<file path="config.mk">
export PLATFORM = sky130hd
export DESIGN_NAME = ripple_add_sequencer
export DESIGN_NICKNAME = d
export VERILOG_FILES = /design/src/rtl/ripple_add_sequencer.sv
export SDC_FILE = /design/constraint.sdc
export NUM_CORES = 1
export LEC_CHECK = 0
export ABC_AREA = 1
export ABC_CLOCK_PERIOD_IN_PS = 6400
export BUFFER_PORTS_ARGS = -buffer_cell sky130_fd_sc_hd__buf_4
export CAP_MARGIN = 20
export CORE_MARGIN = 1.5
export CORE_UTILIZATION = 47
export CTS_BUF_LIST = sky130_fd_sc_hd__clkbuf_8 sky130_fd_sc_hd__clkbuf_16
export CTS_CLUSTER_SIZE = 24
export DETAILED_ROUTE_END_ITERATION = 7
export PLACE_DENSITY = 0.72
export SKIP_LAST_GASP = 1
export SYNTH_ARGS = -nofsm -noshare
export SYNTH_HDL_FRONTEND = slang
export SYNTH_SLANG_ARGS = --single-unit
</file>
<file path="constraint.sdc">
create_clock -name clk -period 6.4 [get_ports clk]
set_input_delay 0.32 -clock clk [delete_from_list [all_inputs] [get_ports clk]]
set_output_delay 0.32 -clock clk [all_outputs]
set_load 0.005 [all_outputs]
</file>
<file path="src/rtl/ripple_add_sequencer.sv">
// Sequential WIDTH-bit adder: one shared 4-bit ripple slice, one nibble per clock.
// Optional RIPPLE_SEQ_SUB_EN adds a 'sub' port for a - b via a + ~b + 1.

module ripple_full_adder (
  input  logic x,
  input  logic y,
  input  logic ci,
  output logic s,
  output logic co
);
  assign s  = x ^ y ^ ci;
  assign co = (x & y) | (ci & (x ^ y));
endmodule

module ripple_slice4 (
  input  logic [3:0] x,
  input  logic [3:0] y,
  input  logic       ci,
  output logic [3:0] s,
  output logic       co
);
  logic [4:0] c;

  assign c[0] = ci;
  assign co   = c[4];

  for (genvar i = 0; i < 4; i++) begin : g_fa
    ripple_full_adder u_fa (
      .x (x[i]),
      .y (y[i]),
      .ci(c[i]),
      .s (s[i]),
      .co(c[i+1])
    );
  end
endmodule

module ripple_add_sequencer #(
  parameter int WIDTH = 16
) (
  input  logic             clk,
  input  logic             rst,
  input  logic             start,
  input  logic [WIDTH-1:0] a,
  input  logic [WIDTH-1:0] b,
  input  logic             cin,
`ifdef RIPPLE_SEQ_SUB_EN
  input  logic             sub,
`endif
  output logic             busy,
  output logic             done,
  output logic [WIDTH-1:0] sum,
  output logic             cout
);
  localparam int NIB = WIDTH / 4;
  localparam int IW  = (NIB > 1) ? $clog2(NIB) : 1;

  if ((WIDTH % 4 != 0) || (WIDTH < 8)) begin : g_bad_width
    $error("ripple_add_sequencer: WIDTH must be a multiple of 4 and at least 8");
  end

  typedef enum logic {IDLE, RUN} state_t;

  state_t           state;
  logic [WIDTH-1:0] op_a;
  logic [WIDTH-1:0] op_b;
  logic [WIDTH-1:0] acc;
  logic [WIDTH-1:0] acc_next;
  logic             carry;
  logic [IW-1:0]    idx;
  logic [3:0]       nib_a;
  logic [3:0]       nib_b;
  logic [3:0]       nib_s;
  logic             nib_co;
  logic [WIDTH-1:0] b_in;
  logic             cin_in;

`ifdef RIPPLE_SEQ_SUB_EN
  // Subtraction is folded into the captured operands so the datapath only ever adds.
  assign b_in   = sub ? ~b : b;
  assign cin_in = sub ? 1'b1 : cin;
`else
  assign b_in   = b;
  assign cin_in = cin;
`endif

  assign nib_a = op_a[4*idx +: 4];
  assign nib_b = op_b[4*idx +: 4];

  ripple_slice4 u_slice (
    .x (nib_a),
    .y (nib_b),
    .ci(carry),
    .s (nib_s),
    .co(nib_co)
  );

  // The final nibble must reach sum on the same edge it is computed.
  always_comb begin
    acc_next = acc;
    acc_next[4*idx +: 4] = nib_s;
  end

  always_ff @(posedge clk or posedge rst) begin
    if (rst) begin
      state <= IDLE;
      busy  <= 1'b0;
      done  <= 1'b0;
      sum   <= '0;
      cout  <= 1'b0;
      op_a  <= '0;
      op_b  <= '0;
      acc   <= '0;
      carry <= 1'b0;
      idx   <= '0;
    end else begin
      done <= 1'b0;
      case (state)
        IDLE: begin
          if (start) begin
            op_a  <= a;
            op_b  <= b_in;
            carry <= cin_in;
            idx   <= '0;
            busy  <= 1'b1;
            state <= RUN;
          end
        end
        RUN: begin
          acc   <= acc_next;
          carry <= nib_co;
          idx   <= idx + 1'b1;
          if (idx == IW'(NIB - 1)) begin
            sum   <= acc_next;
            cout  <= nib_co;
            done  <= 1'b1;
            busy  <= 1'b0;
            state <= IDLE;
          end
        end
        default: state <= IDLE;
      endcase
    end
  end
endmodule

</file>
==> results.md <==
- Status: complete, no violations
- Largest net degree at the start of global routing: 72
- Final hold violations: 0
- Worst Skew: roughly 0.0052 ns
- Mapped Cells: 437
- Worst-margin pin slew: approximately 0.93 ns
- Full die area: roughly 0.008 mm2
- Post CTS Setup Buffer Count: 0
- CTS tree: built
- Syn. warnings: 0
- Detailed Place HPWL: roughly 5 mm
- Share of cells above drive strength 1: between 10% and 20%
- Maxcap violations: 0
- Resized cells post-CTS: 0
- Via density: approximately 4.8
- Worst hold path startpoint: a[6]
- CP Buf/Inv Count: 4
- Fraction of registers with async set/reset: between 90% and 100%
- Num CTS Buffers: 9
- Fillers: about 670
- Final Setup Violations: 0
- Initial Utilization: 48.7%
- Final setup TNS: 0 ns
- Data arrival, critical path: ~3.8 ns
- Total power: about 2100 uW
- Area grow syn2layout: 16.7%
- Routed length per instance: between 10 and 15 um
- Worst-path clk slew: roughly 0.07 ns
- Fin nets: 533
- Leakage power: 0.00229 uW
- CP delay by family, top: adder cells
- Synth cell types: 22
- Startpoint Class: register
- Crit-path max cell delay: 0.96 ns
- CTS Hold Buffers Added: 0
- I/O Pins: 55
- Worst R2R Start: idx[0]$_DFFE_PP0P_
- Grt met1 use: between 20% and 30%
- Unrepaired setup endpoints after global routing: no
- Fin crit period: around 3.5 ns
- Number of diodes: 0
- Slew HR: between 30% and 40%
- Core Rows: 31
- Worst Setup SP: idx[0]$_DFFE_PP0P_
- Initial antenna violation count: 0
- WP data required: between 6 and 7 ns
- Most common cell after layout, fill and taps aside: nand2_1
- CTS H-Tree Depth: 3
- Final wirelength: 7.10 mm
- Commonest non-fill, non-tap cells in the layout: 232 x nand2_1, 71 x dfrtp_1, 56 x buf_4
- Clock Path Buffers: 2
- Core area: just over 0.007 mm2
- Number of flops mapped to enable cells by yosys: 0
- Syn nets: just under 500
- Clock Latency Late Sink: roughly 0.35 ns
- GRT met2 Usage: 32.5%
- Routed Antenna Nets: 0
- Router iterations before antenna repair: 4
- Seq/Total Area, Yosys: 50.3%
- Routing usage on met3: under 10%
- Power per cell area: ~500 mW/mm2
- Critical Path Slowest Stage Cell: dfrtp_1
- Grt total ovfl: 0
- Global routing's busiest layer: met2
- Worst-path maximum fanout: 30
- Prevailing post-synth register cell: dfrtp_1
- WS Path Type: reg -> reg
- Final GP Congestion: just over 0.8
- Period utilisation layout: between 50% and 60%
- DRT iter0 DRCs: between 100 and 150
- Root buf cell: clkbuf_8
- Clock sinks: 71
- Yosys reg bits: just over 70
- CP endpoint kind: register
- Final Max Slew Viols: 0
- Vias in the first global route: 2,724
- Critical-path cell list: inv_4 -> nand2_1 -> nand3_1 -> nand2_1 -> fa_1 -> inv_1 -> fa_1 -> inv_1 -> fa_1 -> inv_1 -> fa_1 -> nand3_1 -> o21bai_1 -> nand2_1 -> nand2_1
- Die height: ~90 um
- First-pass GRT wire length: ~12 mm
- Vias: ~2.8k
- Worst VDD drop: around 0.00023 V
- Die width: roughly 90 um
- FMAX: between 200 and 300 MHz
- GRT Total Usage: approximately 20%
- DRC Markers: 0
- Cell Area, Synth: ~0.0035 mm2
- Synthesized area per cell: around 8 um2
- Port Buffer Count: between 50 and 60
- HP Class: in -> reg
## cells in the mapped netlist (5+ instances only)
library cell  instances  area share (%)
inv_1                21             2.2
nand2_2              10             1.8
ha_1                  6             2.1
dfrtp_1              71              50
o21ai_0              11             1.6
o21bai_1              6             1.3
nor2_1               23             2.4
buf_6                 8             2.6
nand3_1              22             3.1
buf_4                 5             1.1
nand2_1             232              25
## worst register-to-register path: stages (launching register included)
cell      delay (ns)
dfrtp_1         0.96
inv_4           0.23
nand2_1         0.12
nand3_1         0.07
nand2_1         0.10
fa_1            0.17
inv_1           0.05
fa_1            0.34
inv_1           0.08
fa_1            0.16
inv_1           0.05
fa_1            0.52
nand3_1         0.12
o21bai_1        0.24
nand2_1         0.09
nand2_1         0.07
## worst paths after layout
| check | cells past startpoint | slack [ns] | endpoint |
|---|---|---|---|
| min | 3 | 0.16 | op_a[6]$_DFFE_PP0P_ |
| min reg2reg | 2 | 0.48 | acc[2]$_DFFE_PP0P_ |
| min in group asynchronous | 3 | 0.23 | sum[12]$_DFFE_PP0P_ |
| max | 15 | 2.95 | sum[7]$_DFFE_PP0P_ |
| max in group asynchronous | 3 | 5.62 | op_a[2]$_DFFE_PP0P_ |
| max reg2reg | 15 | 2.95 | sum[7]$_DFFE_PP0P_ |
## metal layers
metal | up-vias | routed length (um)
met2 | 63 | 3420
met3 | 10 | 310
met4 | 0 | 105
met1 | 1313 | 3270
met5 | - | 0
li1 | 1439 | -
## through the flow
step | utilization [%] | instance area (um2) | setup WS (ns) | cells | hold slack (ns)
6_report | 56.8 | 4120 | 2.95 | 591 | 0.156
5_1_grt | 56.8 | 4120 | 2.55 | 591 | 0.151
4_1_cts | 56.8 | 4120 | 2.93 | 591 | 0.148
3_5_place_dp | 53.9 | 3910 | 2.96 | 575 | 0.461
3_3_place_gp | 53.9 | 3910 | 3.15 | 575 | 0.461
2_1_floorplan | - | 3530 | 3.58 | 437 | 0.424
## cells by family after synthesis
logic type               share of synthesized area, %
flip-flops                                       50.3
buffers and inverters                            8.01
adder cells (fa/ha/maj)                          4.40
AND/OR/NAND/NOR                                  33.5
AO/OA/AOI/OAI                                    3.76
## flip-flops by register name, summed over array words and instances (netlist names)
signal / flops
busy: 1
done: 1
op_b: 16
state: 1
cout: 1
acc: 16
carry: 1
sum: 16
idx: 2
op_a: 16
## cell type report
type / count / area [um2] / share of cell area, %
repair buffers: 56 / 420 / 10.2
clock buffers: 12 / 165 / 4.01
clock inverters: 4 / 43.8 / 1.06
inverters: 26 / 120 / 2.92
well taps: 99 / 124 / 3.01
multi-input cells: 323 / 1470 / 35.7
flip-flops and latches: 71 / 1780 / 43.1
## power by group
part | internal (uW) | switching, uW
Clock | 209 | 162
Sequential | 631 | 139
Combinational | 352 | 568
(Power assumes the default switching activity.)
